===== src/rtl/mem_sx.sv =====
// -----------------------------------------------------------------------------
// mem_sx : RV32I load-data sign/zero extension unit
//
// This unit sits between the data-memory read port and the register-file
// write-back mux. It picks the low byte, the low halfword or the whole word of
// the raw memory word, as selected by the load funct3 code. It then sign- or
// zero-extends that field to 32 bits and registers the result once.
//
// Ports
//   clk        in   1   system clock
//   reset      in   1   synchronous active-high reset; forces mem_extend to 0
//   mem_size   in   3   load funct3: 0=LB 1=LH 2=LW 4=LBU 5=LHU
//   mem_value  in  32   raw memory data, byte/half already right-aligned
//   mem_extend out 32   extended load result, one cycle after the inputs
//
// Build option
//   MEMSX_ILLEGAL_ZERO_EN : when defined, the illegal codes 3, 6 and 7
//                           register zero. When undefined, they pass
//                           mem_value through unchanged, the same as LW.
// -----------------------------------------------------------------------------
module mem_sx (
   input  logic        clk,
   input  logic        reset,
   input  logic [2:0]  mem_size,
   input  logic [31:0] mem_value,
   output logic [31:0] mem_extend
);

   localparam logic [2:0] SZ_LB  = 3'd0;
   localparam logic [2:0] SZ_LH  = 3'd1;
   localparam logic [2:0] SZ_LW  = 3'd2;
   localparam logic [2:0] SZ_LBU = 3'd4;
   localparam logic [2:0] SZ_LHU = 3'd5;

   logic [31:0] w_ext_next;
   logic [31:0] r_ext_reg;

   // Only the selected field is read. Upper bits of mem_value are ignored
   // for byte and half loads.
   always_comb begin
      w_ext_next = mem_value;
      case (mem_size)
         SZ_LB:   w_ext_next = {{24{mem_value[7]}},  mem_value[7:0]};
         SZ_LH:   w_ext_next = {{16{mem_value[15]}}, mem_value[15:0]};
         SZ_LW:   w_ext_next = mem_value;
         SZ_LBU:  w_ext_next = {24'h00_0000, mem_value[7:0]};
         SZ_LHU:  w_ext_next = {16'h0000,    mem_value[15:0]};
`ifdef MEMSX_ILLEGAL_ZERO_EN
         default: w_ext_next = 32'h0000_0000;
`else
         default: w_ext_next = mem_value;
`endif
      endcase
   end

   // Reset takes priority and discards whatever value was in flight.
   always_ff @(posedge clk) begin
      if (reset) begin
         r_ext_reg <= 32'h0000_0000;
      end else begin
         r_ext_reg <= w_ext_next;
      end
   end

   assign mem_extend = r_ext_reg;

endmodule


===== config.mk =====
export PLATFORM = sky130hd
export DESIGN_NAME = mem_sx
export DESIGN_NICKNAME = d
export VERILOG_FILES = /design/src/rtl/mem_sx.sv
export SDC_FILE = /design/constraint.sdc
export NUM_CORES = 1
export LEC_CHECK = 0
export CAP_MARGIN = 30
export CORE_AREA = 3 3 60 62
export DETAILED_ROUTE_END_ITERATION = 10
export DIE_AREA = 0 0 63 65
export PLACE_DENSITY = 0.75
export SLEW_MARGIN = 15
export SYNTH_ARGS = -nofsm -noshare
export SYNTH_HDL_FRONTEND = slang
export SYNTH_SLANG_ARGS = --single-unit

===== constraint.sdc =====
create_clock -name clk -period 2.4 [get_ports clk]
set_input_delay 0.36 -clock clk [delete_from_list [all_inputs] [get_ports clk]]
set_output_delay 0.36 -clock clk [all_outputs]
set_load 0.02 [all_outputs]

==> results of run 1 <==
placed cells by master, fill, tap and decap left out, drive strengths merged:
master / n
clkinv: 2
o2bb2ai: 16
or4b: 1
a21oi: 8
clkdlybuf4s50: 68
o21ai: 8
buf: 3
dfxtp: 32
or3: 1
mux2i: 1
nor2b: 9
clkbuf: 6
final cells by class:
class | instances | area share
Tap cell | 44 | 0.0306
Clock buffer | 6 | 0.0285
Multi-Input combinational cell | 44 | 0.189
Clock inverter | 2 | 0.00556
Sequential cell | 32 | 0.356
Timing Repair Buffer | 71 | 0.391
metal layers:
layer,global-route usage,vias up
li1,-,437
met1,0.149,382
met2,0.181,59
met3,0.0867,3
met4,0.0496,0
met5,0,-
power by group through the flow:
stage	Combinational, W	Sequential (W)	Clock [W]
global route	0.000238	0.000575	0.000345
floorplan	0.0000517	0.000626	0
CTS	0.000226	0.000572	0.000329
finish	0.000224	0.000571	0.000317
detailed placement	0.000225	0.000584	0
global placement	0.000223	0.000584	0
kinds of logic (layout without fill, tap and decap cells):
group                  Yosys count  in the layout  synth area share
AOI/OAI and AO/OA               32             32             0.242
DFF                             32             32             0.619
and+or+nand+nor                 11             11            0.0738
buffers and inverters            9             79            0.0520
muxes                            1              1            0.0133
path summary, 6_finish.rpt:
check | from | to | slack [ps] | depth (start not counted)
max | mem_extend[17] | mem_extend[17] | 760 | 1
min | mem_value[6] | mem_extend[6] | 570 | 2
stage by stage:
stage | hold WS [ps] | power, W | util | worst slack (ps) | std cells
floorplan | 432 | 0.000677 | - | 1070 | 85
global placement | 921 | 0.000807 | 0.565 | 569 | 191
detailed placement | 921 | 0.000809 | 0.565 | 551 | 191
CTS | 548 | 0.00113 | 0.585 | 727 | 199
global route | 567 | 0.00116 | 0.585 | 688 | 199
finish | 568 | 0.00111 | 0.585 | 762 | 199
==> out/metrics.csv, run 1 <==
stage,metric,value,unit
logic_synthesis,synth_top_cell_area_share,0.619,
logic_synthesis,synth_area_per_cell,12.2,um2
timing,final.period_utilization,0.682,
pwr,power_density,618,nW/um2
floorplanning,die_area,4100,um2
grt,grt_pass1_vias,801,
logic_synthesis,async_flop_share,0,
timing,tightest_slew,485,ps
logic_synthesis,yosysMostFrequentCell,dfxtp_1,
placed_design,placed_cell_area,1740,um2
floorplanning,rows,20,
grt,grt_overflow_total,0,
grt,grt_max_degree,18,
logic_synthesis,ys_top_cells_by_area,"dfxtp_1, o2bb2ai_1, a21oi_2",
logic_synthesis,netlist_area,1030,um2
clocking,cts_made_buffers,5,
placed_design,place_hpwl,1890,um
pwr,p_int,0.000830,W
drt,drt_iter0_drc,17,
drt,dr.max_layer_used,met4,
timing,setup_viol,0,
cells_and_area,final_nets,191,
clocking,cts_sinks,32,
logic_synthesis,yosys_most_used_dff,dfxtp_1,
drt,met2_length,999,um
drt,wl_per_cell,12.6,um
placed_design,place_congestion,0.679,
drt,drc,0,
clocking,cts-resized-gates,0,
timing,drv_slew,0,
logic_synthesis,yosys_warnings,0,
timing,relSlewSlack,0.677,
timing,rsz0062_at_grt,false,
placed_design,numPortBuffers,68,
logic_synthesis,syn_nets,122,
cells_and_area,layout-drive-gt1-share,0.135,
drt,routed_wl,2500,um
pwr,combPwrFrac,0.202,
clocking,hold_buffers,0,
critical_path,slowest_stage,clkdlybuf4s50_1,
grt,grt_antenna_before_repair,0,
drt,avgViaCountPerCell,4.43,
logic_synthesis,synth_largest_area_cell,dfxtp_1,
cells_and_area,multiInputGateArea,340,um2
logic_synthesis,ys_seq_area_frac,0.619,
critical_path,criticalPathCategory,flip-flop to output pin,
floorplanning,start_util,0.336,
pwr,ir_worst_vdd,284,uV
critical_path,required,2040,ps
critical_path,worstPathArrival,1280,ps
timing,tns,0,ps
drt,firstDrtPassIters,3,
pwr,p_clk_frac,0.285,
critical_path,cp_cell_sequence,clkdlybuf4s50_1,
timing,min_period,1640,ps
cells_and_area,num_antenna_cells,0,
floorplanning,fp.dieW,63,um
floorplanning,ios,69,
drt,vias,881,
logic_synthesis,yosys.cell_types.count,11,
critical_path,critical_path.max_stage_delay,610,ps
clocking,cts_setup_buffers,0,
worst_hold_path,min_path_type,input port to flip-flop,
timing,finalHoldViolations,0,
status,status,completed,
logic_synthesis,synthCells,85,
pwr,power_switching,0.000282,W
critical_path,end_kind,output pin,
clocking,cts_buffer_depth,2,
pwr,p_leak,0.653,nW
logic_synthesis,ys_seq_elements,32,
floorplanning,fp.dieH,65,um
drt,wl_met1,1110,um
cells_and_area,syn_to_final_growth,74.0,%
critical_path,critPathLaunchType,flip-flop,
clocking,htreeDepth,2,
clocking,cts_root_buf,clkbuf_4,
timing,max_freq,611,MHz
cells_and_area,design_area,1800,um2
floorplanning,core_area,3080,um2
drt,met3WireLength,354,um
clocking,cts_tree,yes,
grt,track_usage,0.127,
critical_path,path_delay_family,buffers and inverters,
critical_path,critical_path_peak_fanout,1,
clocking,clkTransAtPathRegs,100,ps
drt,final_antenna_net_count,0,
grt,grt_pass1_wl,3880,um
critical_path,cp.buffers_inverters,1,
cells_and_area,largest_reg_flops,32,
pwr,p_seq_frac,0.514,
logic_synthesis,yosys-top-cells-count,"dfxtp_1, o2bb2ai_1, nor2b_1, a21oi_2, o21ai_0",
pwr,swShare,0.254,
logic_synthesis,synth_edf_count,0,
run,maxCapViolCount,0,
cells_and_area,seq_area,641,um2
cells_and_area,fill_cells,274,
Power figures use the tool's default switching activity.
==> inputs of run 2 (changes only) <==
--- a/config.mk
+++ b/config.mk
@@ -6,10 +6,10 @@
 export NUM_CORES = 1
 export LEC_CHECK = 0
 export CAP_MARGIN = 30
-export CORE_AREA = 3 3 60 62
+export CORE_AREA = 3 3 62 64
 export DETAILED_ROUTE_END_ITERATION = 10
-export DIE_AREA = 0 0 63 65
-export PLACE_DENSITY = 0.75
+export DIE_AREA = 0 0 65 67
+export PLACE_DENSITY = 0.73
 export SLEW_MARGIN = 15
 export SYNTH_ARGS = -nofsm -noshare
 export SYNTH_HDL_FRONTEND = slang
==> constraint.sdc (replaced) <==
create_clock -name clk -period 1.37 [get_ports clk]
set_input_delay 0.2055 -clock clk [delete_from_list [all_inputs] [get_ports clk]]
set_output_delay 0.2055 -clock clk [all_outputs]
set_load 0.02 [all_outputs]
==> run 2 against run 1 <==
Against the previous run: non-clock buffer count rose by 7; sequential power up 75%; die area is 6.3% higher; wire length is 6.3% higher; hold slack lost 140 ps; global-route usage up 0.38 points; highest routed layer unchanged.
==> out/metrics.csv, run 2 (same netlist as run 1, synthesis figures left out) <==
stage,metric,value,unit
critical_path,required,1630,ps
pwr,ir_worst_vdd,445,uV
clocking,cts-resized-gates,32,
cells_and_area,mostFrequentLayoutCells,"clkdlybuf4s50_1, dfxtp_1, dlygate4sd2_1, o2bb2ai_1",
drt,vias,907,
timing,finalHoldViolations,0,
grt,grt_pass1_wl,4150,um
placed_design,place_congestion,0.698,
timing,min_period,1220,ps
timing,tns,0,ps
timing,rsz0062_at_grt,false,
clocking,cts_tree,yes,
grt,grt_pass1_vias,907,
grt,grt_overflow_total,0,
clocking,cts_root_buf,clkbuf_4,
critical_path,critical_path_peak_fanout,8,
clocking,hold_buffers,0,
pwr,p_leak,0.800,nW
floorplanning,ios,69,
cells_and_area,layout-drive-gt1-share,0.173,
grt,grt_max_degree,17,
pwr,power_density,1040,nW/um2
timing,final.period_utilization,0.887,
critical_path,worstPathArrival,1470,ps
clocking,cts_made_buffers,5,
drt,routed_wl,2660,um
clocking,clkTransAtPathRegs,90,ps
grt,grt_antenna_before_repair,0,
clocking,cts_buffer_depth,2,
pwr,power,0.00191,W
timing,max_freq,823,MHz
floorplanning,rows,21,
drt,drc,0,
cells_and_area,syn_to_final_growth,76.7,%
worst_hold_path,min_path_type,input port to flip-flop,
run,maxCapViolCount,0,
cells_and_area,num_antenna_cells,0,
clocking,cts_setup_buffers,0,
clocking,htreeDepth,2,
timing,relSlewSlack,0.823,
placed_design,place_hpwl,2090,um
clocking,cts_sinks,32,
floorplanning,fp.dieW,65,um
cells_and_area,instances_no_fill,208,
critical_path,critPathLaunchType,input port,
critical_path,end_kind,flip-flop,
worst_hold_path,holdPathStages,2,
cells_and_area,final_common_cell,clkdlybuf4s50_1,
placed_design,dp_cells,200,
drt,final_antenna_net_count,0,
timing,drv_slew,0,
timing,tightest_slew,260,ps
status,status,completed,
floorplanning,core_area,3340,um2
drt,drt_iter0_drc,47,
cells_and_area,fill_cells,328,
floorplanning,fp.dieH,67,um
timing,setup_viol,0,
floorplanning,start_util,0.310,
drt,firstDrtPassIters,2,
floorplanning,die_area,4360,um2
critical_path,criticalPathCategory,input port to flip-flop,
placed_design,numPortBuffers,68,
cells_and_area,final_nets,198,
drt,avgViaCountPerCell,4.36,
drt,wl_per_cell,12.8,um
cells_and_area,largest_reg_flops,32,
timing,hold_ws,431,ps
grt,track_usage,0.131,
run 2: cell types whose count changed in the layout (fill, tap and decap cells not counted):
cell / delta
buf_12: +1
buf_4: +6
clkdlybuf4s50_1: -32
dlygate4sd2_1: +32
run 2: metrics by stage:
stage / instance area (um2) / util / setup slack, ps
finish: 1830 / 0.548 / 155
global route: 1830 / 0.548 / 93.7
CTS: 1830 / 0.548 / 159
detailed placement: 1810 / 0.541 / -174
global placement: 1810 / 0.541 / -128
floorplan: 1030 / - / 195
run 2: critical path, stage by stage:
cell	delay, ps
clkdlybuf4s50_1	460
or4b_4	650
a21oi_2	160
run 2: final cells by class:
class | count | area, um2 | share of cell area
Clock buffer | 6 | 51.3 | 0.0281
Clock inverter | 2 | 10.0 | 0.00548
Tap cell | 46 | 57.6 | 0.0315
Timing Repair Buffer | 78 | 728 | 0.398
Multi-Input combinational cell | 44 | 340 | 0.186
Sequential cell | 32 | 641 | 0.350
run 2: worst paths after layout:
path	from	to
worst max-delay path	mem_size[1]	mem_extend[12]
worst min-delay path	mem_value[4]	mem_extend[4]
run 2: layer usage:
metal | wire length [um] | GRT usage | up-vias
li1 | - | - | 451
met1 | 1120 | 0.140 | 406
met2 | 1290 | 0.223 | 46
met3 | 216 | 0.0590 | 4
met4 | 35 | 0.0554 | 0
met5 | 0 | 0 | -
run 2: power by group:
part / total (W) / switching (W) / internal (W)
Sequential: 0.000997 / 0.0000113 / 0.000986
Combinational: 0.000376 / 0.000174 / 0.000202
Clock: 0.000535 / 0.000291 / 0.000244
